[config.mk]
export PLATFORM = sky130hd
export DESIGN_NAME = timeset_ctrl_flat
export DESIGN_NICKNAME = d
export VERILOG_FILES = /design/src/rtl/timeset_pkg.sv /design/src/rtl/timeset_ctrl_if.sv /design/src/rtl/timeset_bcd2_field.sv /design/src/rtl/timeset_ctrl.sv /design/src/flat_wrapper.sv
export SDC_FILE = /design/constraint.sdc
export NUM_CORES = 1
export LEC_CHECK = 0
export BUFFER_PORTS_ARGS = -buffer_cell sky130_fd_sc_hd__buf_2
export CAP_MARGIN = 15
export CORE_MARGIN = 3
export CORE_UTILIZATION = 45
export DETAILED_ROUTE_END_ITERATION = 7
export GPL_ROUTABILITY_DRIVEN = 0
export GPL_TIMING_DRIVEN = 0
export PLACE_DENSITY = 0.64
export SYNTH_ARGS = -nofsm -noshare
export SYNTH_HDL_FRONTEND = slang
export SYNTH_SLANG_ARGS = --single-unit
[constraint.sdc]
create_clock -name CP -period 2.68 [get_ports CP]
set_input_delay 0.268 -clock CP [delete_from_list [all_inputs] [get_ports CP]]
set_output_delay 0.268 -clock CP [all_outputs]
set_load 0.02 [all_outputs]
[src/rtl/timeset_pkg.sv]
// Shared encodings and BCD limits for the time-set controller.
package timeset_pkg;

  typedef enum logic [1:0] {
    ST_IDLE   = 2'd0,
    ST_HOLD   = 2'd1,
    ST_REPEAT = 2'd2
  } state_e;

  localparam logic [7:0] BCD_MAX_60 = 8'h59;
  localparam logic [7:0] BCD_MAX_24 = 8'h23;

  // Hold counter width; sized for a repeat delay of up to 15 ticks.
  localparam int CNT_W = 4;

endpackage

[src/rtl/timeset_ctrl_if.sv]
// Button/load/display bundle between a front panel and timeset_ctrl.
interface timeset_ctrl_if #(
  parameter int NF = 3
);
  localparam int SELW = (NF > 1) ? $clog2(NF) : 1;

  logic            TICK;
  logic            UP;
  logic            DOWN;
  logic [SELW-1:0] SEL;
  logic            PE;
  logic [8*NF-1:0] D;
  logic [8*NF-1:0] Q;
  logic            STEP;
  logic            RPT;

  modport master (output TICK, UP, DOWN, SEL, PE, D, input Q, STEP, RPT);
  modport slave  (input TICK, UP, DOWN, SEL, PE, D, output Q, STEP, RPT);

endinterface

[src/rtl/timeset_bcd2_field.sv]
// One 2-digit BCD register that wraps between 00 and MAX in either direction.
module bcd2_field #(
  parameter logic [7:0] MAX = 8'h59
) (
  input  logic       CP,
  input  logic       CR,
  input  logic       LD,
  input  logic [7:0] D,
  input  logic       INC,
  input  logic       DEC,
  output logic [7:0] Q
);

  logic [7:0] q_q, q_d;

  function automatic logic [7:0] bcd_inc(input logic [7:0] v);
    if (v == MAX)          return 8'h00;
    if (v[3:0] == 4'd9)    return {v[7:4] + 4'd1, 4'd0};
    return {v[7:4], v[3:0] + 4'd1};
  endfunction

  function automatic logic [7:0] bcd_dec(input logic [7:0] v);
    if (v == 8'h00)        return MAX;
    if (v[3:0] == 4'd0)    return {v[7:4] - 4'd1, 4'd9};
    return {v[7:4], v[3:0] - 4'd1};
  endfunction

  // Out-of-range or non-BCD load data collapses to zero so Q is always legal.
  function automatic logic [7:0] bcd_load(input logic [7:0] v);
    if ((v[7:4] > 4'd9) || (v[3:0] > 4'd9) || (v > MAX)) return 8'h00;
    return v;
  endfunction

  always_comb begin
    q_d = q_q;
    if (LD)                q_d = bcd_load(D);
    else if (INC && !DEC)  q_d = bcd_inc(q_q);
    else if (DEC && !INC)  q_d = bcd_dec(q_q);
  end

  always_ff @(posedge CP) begin
    if (!CR) q_q <= 8'h00;
    else     q_q <= q_d;
  end

  assign Q = q_q;

endmodule

[src/rtl/timeset_ctrl.sv]
// Clock/time setting controller: one step per press, auto-repeat on TICK after a hold delay.
module timeset_ctrl
  import timeset_pkg::*;
#(
  parameter int              NF      = 3,
  parameter logic [8*NF-1:0] MAX_VEC = {BCD_MAX_24, BCD_MAX_60, BCD_MAX_60},
  parameter int              RPT_DLY = 3
) (
  input  logic           CP,
  input  logic           CR,
  timeset_ctrl_if.slave  bus
);

  localparam int               SELW     = (NF > 1) ? $clog2(NF) : 1;
  localparam logic [SELW:0]    NF_L     = (SELW + 1)'(NF);
  localparam logic [CNT_W-1:0] CNT_LAST = CNT_W'(RPT_DLY - 1);

  state_e            state_q, state_d;
  logic [CNT_W-1:0]  cnt_q, cnt_d;
  logic [SELW-1:0]   sel_q, sel_d;
  logic              dir_q, dir_d;
  logic              step_q, step_d;
  logic              rpt_q, rpt_d;
  logic              do_step;
  logic              req_valid;
  logic              req_same;
  logic [8*NF-1:0]   q_w;

  assign req_valid = (bus.UP ^ bus.DOWN) && ({1'b0, bus.SEL} < NF_L);
  // Any change of direction or field versus the latched press ends the sequence.
  assign req_same  = req_valid && (bus.UP == dir_q) && (bus.SEL == sel_q);

  always_comb begin
    state_d = state_q;
    cnt_d   = cnt_q;
    sel_d   = sel_q;
    dir_d   = dir_q;
    do_step = 1'b0;
    if (bus.PE) begin
      state_d = ST_IDLE;
      cnt_d   = '0;
    end else begin
      case (state_q)
        ST_IDLE: begin
          if (req_valid) begin
            do_step = 1'b1;
            state_d = ST_HOLD;
            cnt_d   = '0;
            sel_d   = bus.SEL;
            dir_d   = bus.UP;
          end
        end
        ST_HOLD: begin
          if (!req_same) begin
            state_d = ST_IDLE;
            cnt_d   = '0;
          end else if (bus.TICK) begin
            if (cnt_q == CNT_LAST) state_d = ST_REPEAT;
            else                   cnt_d   = cnt_q + 1'b1;
          end
        end
        ST_REPEAT: begin
          if (!req_same) begin
            state_d = ST_IDLE;
            cnt_d   = '0;
          end else if (bus.TICK) begin
            do_step = 1'b1;
          end
        end
        default: begin
          state_d = ST_IDLE;
          cnt_d   = '0;
        end
      endcase
    end
    step_d = do_step;
    rpt_d  = (state_d == ST_REPEAT);
  end

  always_ff @(posedge CP) begin
    if (!CR) begin
      state_q <= ST_IDLE;
      cnt_q   <= '0;
      sel_q   <= '0;
      dir_q   <= 1'b0;
      step_q  <= 1'b0;
      rpt_q   <= 1'b0;
    end else begin
      state_q <= state_d;
      cnt_q   <= cnt_d;
      sel_q   <= sel_d;
      dir_q   <= dir_d;
      step_q  <= step_d;
      rpt_q   <= rpt_d;
    end
  end

  for (genvar i = 0; i < NF; i++) begin : g_field
    localparam logic [SELW-1:0] IDX = SELW'(i);
    logic hit;
    assign hit = do_step && (sel_d == IDX);
    bcd2_field #(.MAX(MAX_VEC[8*i +: 8])) u_field (
      .CP  (CP),
      .CR  (CR),
      .LD  (bus.PE),
      .D   (bus.D[8*i +: 8]),
      .INC (hit && dir_d),
      .DEC (hit && !dir_d),
      .Q   (q_w[8*i +: 8])
    );
  end

  assign bus.Q    = q_w;
  assign bus.STEP = step_q;
  assign bus.RPT  = rpt_q;

endmodule
[src/flat_wrapper.sv]
// flat-port wrapper written by rule: the top's interface ports become plain ports
module timeset_ctrl_flat import timeset_pkg::*;
#(
  parameter int              NF      = 3,
  parameter logic [8*NF-1:0] MAX_VEC = {BCD_MAX_24, BCD_MAX_60, BCD_MAX_60},
  parameter int              RPT_DLY = 3
)
  (CP, CR, bus_TICK, bus_UP, bus_DOWN, bus_SEL, bus_PE, bus_D, bus_Q, bus_STEP, bus_RPT);
  timeset_ctrl_if #(.NF(NF)) bus_i ();
  input  logic CP;
  input  logic CR;
  input wire logic [$bits(bus_i.TICK)-1:0] bus_TICK;
  input wire logic [$bits(bus_i.UP)-1:0] bus_UP;
  input wire logic [$bits(bus_i.DOWN)-1:0] bus_DOWN;
  input wire logic [$bits(bus_i.SEL)-1:0] bus_SEL;
  input wire logic [$bits(bus_i.PE)-1:0] bus_PE;
  input wire logic [$bits(bus_i.D)-1:0] bus_D;
  output wire logic [$bits(bus_i.Q)-1:0] bus_Q;
  output wire logic [$bits(bus_i.STEP)-1:0] bus_STEP;
  output wire logic [$bits(bus_i.RPT)-1:0] bus_RPT;
  assign bus_i.TICK = bus_TICK;
  assign bus_i.UP = bus_UP;
  assign bus_i.DOWN = bus_DOWN;
  assign bus_i.SEL = bus_SEL;
  assign bus_i.PE = bus_PE;
  assign bus_i.D = bus_D;
  assign bus_Q = bus_i.Q;
  assign bus_STEP = bus_i.STEP;
  assign bus_RPT = bus_i.RPT;
  timeset_ctrl #(.NF(NF), .MAX_VEC(MAX_VEC), .RPT_DLY(RPT_DLY)) u_core (.CP(CP), .CR(CR), .bus(bus_i));
endmodule
==> reports/qor.yml <==
clocking:
  cts_inserted_buffers: 5
  root_buffer: "clkbuf_8"
  htree_num_levels: 2
  clk_path_buf_depth: 2
  clk_pin_slew_ns: 0.09
  clock_sinks: 35
  post_cts_buffers: 0
  cts_tree: "yes"
  insertion_delay_ns: 0.30
critical_path:
  slowest_delay_ns: 0.47
  rr_startpoint: "u_core.state_q[1]"
  worstSetupStartpointType: "register"
  startpoint: "u_core.state_q[1]"
  cp-end-kind: "register"
  critical_path_class: "register to register"
  critical_path_buf_inv_count: 1
  path_cells: "buf_4 > nor3_1 > a32oi_1 > nand2_1 > mux2_2 > a221o_1 > a21oi_1"
  cp_max_fo: 9
  slowest_stage: "nor3_1"
  critPathTopFamily: "compound AO/OA/AOI/OAI gates"
  arrival_ns: 2.66
  critPathRequiredTime_ns: 2.90
run:
  maxCapViolCount: 0
sta:
  report.final.hold_viol_count: 0
  tns_ns: 0
  slew_violations: 0
  period_minus_slack_ns: 2.44
  setup_ws_ns: 0.238
  max_slew_margin_pct: 38.4
  max_freq_mhz: 410
  worst_pin_slew_ns: 0.922
  rsz0062_at_grt: "false"
  finalSetupViolCount: 0
  fin_crit_sh_pct: 91.1
  skew_ns: 0.00482
logic_synthesis:
  ys_ff_latch: 35
  syn_avg_cell_area_um2: 7.84
  synth_area_leaders: "dfxtp_1 22%, ha_1 8.5%, nand2_1 5.6%"
  netlist-cell-type-count: 74
  synth_nets: 465
  syn-cell-area_mm2: 0.00322
  yosys_warnings: 0
  ys_seq_area_share_pct: 21.7
  async_reset_ff_share_pct: 0
  syn_inst: 411
  synth-edff-count: 0
  synth_top_area_share_pct: 21.7
  synth-main-ff-cell: "dfxtp_1"
  yosysTopAreaCell: "dfxtp_1"
pwr:
  power_frac_seq_pct: 34.1
  p_int_mw: 1.12
  leakagePower_nw: 1.45
  power.density_mw_per_mm2: 457
  clockPowerShare_pct: 35.4
  finalPower_mw: 1.72
  ir_worst_vdd_mv: 0.299
  swShare_pct: 34.6
  p_sw_uw: 595
  combPwrFrac_pct: 30.5
status:
  status: "completed"
floorplan:
  die_h_um: 90.6
  rows: 30
  core_area_mm2: 0.00687
  die_x_um: 90.6
  io_pins: 58
  dieArea_mm2: 0.00821
  start_util_pct: 46.9
detailed_routing:
  wl_per_cell_um: 15.7
  ant_nets: 0
  routed_wl_um: 8950
  detail_route.vias_per_cell: 5.85
  vias: 3335
  firstDrtPassIters: 4
  drt_iter0_drc: 198
  drc: 0
cells_and_area:
  final_core_util_pct: 54.8
  n_antenna_cell: 0
  fin_area_mm2: 0.00376
  final_common_cell: "buf_2"
  drive_above_1_share_pct: 19.6
  fin_nets: 527
  layout_common_cells: "57 x buf_2, 48 x nand2_1, 35 x dfxtp_1"
  syn_to_final_growth_pct: 16.7
place:
  dp_hpwl_um: 6780
  io_buffers: 54
  postPlaceCellArea_mm2: 0.00362
  dp_slack_ns: 0.321
grt:
  antenna_found_initial: 0
  grt.total_usage_pct: 21.6
  grt_pass1_wl_um: 14700
  grt_overflow: 0
  grt_max_degree: 13
  grt_pass1_vias: 2974
worst_hold_path:
  hp-start: "bus_D[8]"
  hold_class: "input port to register"
## cell families after synthesis
group           synth area share [%]
simple gates                    25.0
fa+ha+maj                       8.54
flops                           21.7
xor+xnor                        3.03
compound gates                  29.9
mux                             4.39
buf+inv                         7.42
## per-stage QoR
stage	hold slack, ns	instances
after floorplan	0.404	411
after global placement	0.482	561
after detailed placement	0.495	562
after CTS	0.200	570
after global routing	0.208	570
final	0.203	570
## metal layers
layer,GRT usage (%),up-vias,wire (um)
met5,0,-,0
li1,-,1670,-
met4,5.99,0,127
met1,30.0,1579,4350
met3,3.17,10,351
met2,34.7,76,4120
## Yosys cell counts, types with 6 or more instances
master	n
nand2_1	48
dfxtp_1	35
nor2_1	27
a21oi_1	24
inv_1	23
ha_1	22
nor3_1	20
o21ai_0	20
mux2i_1	13
a31oi_1	12
nand3_1	12
nor2b_1	10
a2111oi_0	9
clkbuf_1	9
o211ai_1	7
buf_6	6
nor4_1	6
## layout make-up
class                      count  area, um2
clock buffer                   5       68.8
inverter                      24       90.1
fill                         695       3110
timing repair buffer          55        274
multi-input combinational    330       2290
tap                           96        120
clock inverter                 3       67.6
buffer                        22        149
sequential                    35        701
## state kept, by name, summed over array words and instances (netlist names)
| register | flops |
|---|---|
| u_core.bus.RPT | 1 |
| u_core.bus.STEP | 1 |
| u_core.cnt_q | 4 |
| u_core.dir_q | 1 |
| u_core.g_field.u_field.Q | 24 |
| u_core.sel_q | 2 |
| u_core.state_q | 2 |
## power groups by stage
stage | clock [mW] | combinational (mW) | sequential (mW)
after detailed placement | 0 | 0.516 | 0.598
after CTS | 0.611 | 0.519 | 0.586
after global placement | 0 | 0.508 | 0.597
final | 0.608 | 0.525 | 0.587
after global routing | 0.633 | 0.581 | 0.593
after floorplan | 0 | 0.350 | 0.619
## worst min-delay path, cell delays in order
cell	delay [ns]
buf_2	0.09
nand2_1	0.05
a21oi_1	0.05
## worst paths after layout
path | cells after the start | endpoint | slack, ns
setup / recovery | 7 | u_core.g_field[2].u_field.Q[2] | 0.24
hold / removal | 3 | u_core.g_field[1].u_field.Q[0] | 0.20
setup reg to reg | 7 | u_core.g_field[2].u_field.Q[2] | 0.24
hold reg to reg | 2 | u_core.cnt_q[1] | 0.50
## repair_timing
action / in CTS / in global routing
hold endpoints to repair: 0 / 0
resized for setup: 0 / 1
setup endpoints to repair: 0 / 2
hold buffers: 0 / 0
(Power assumes the default switching activity.)
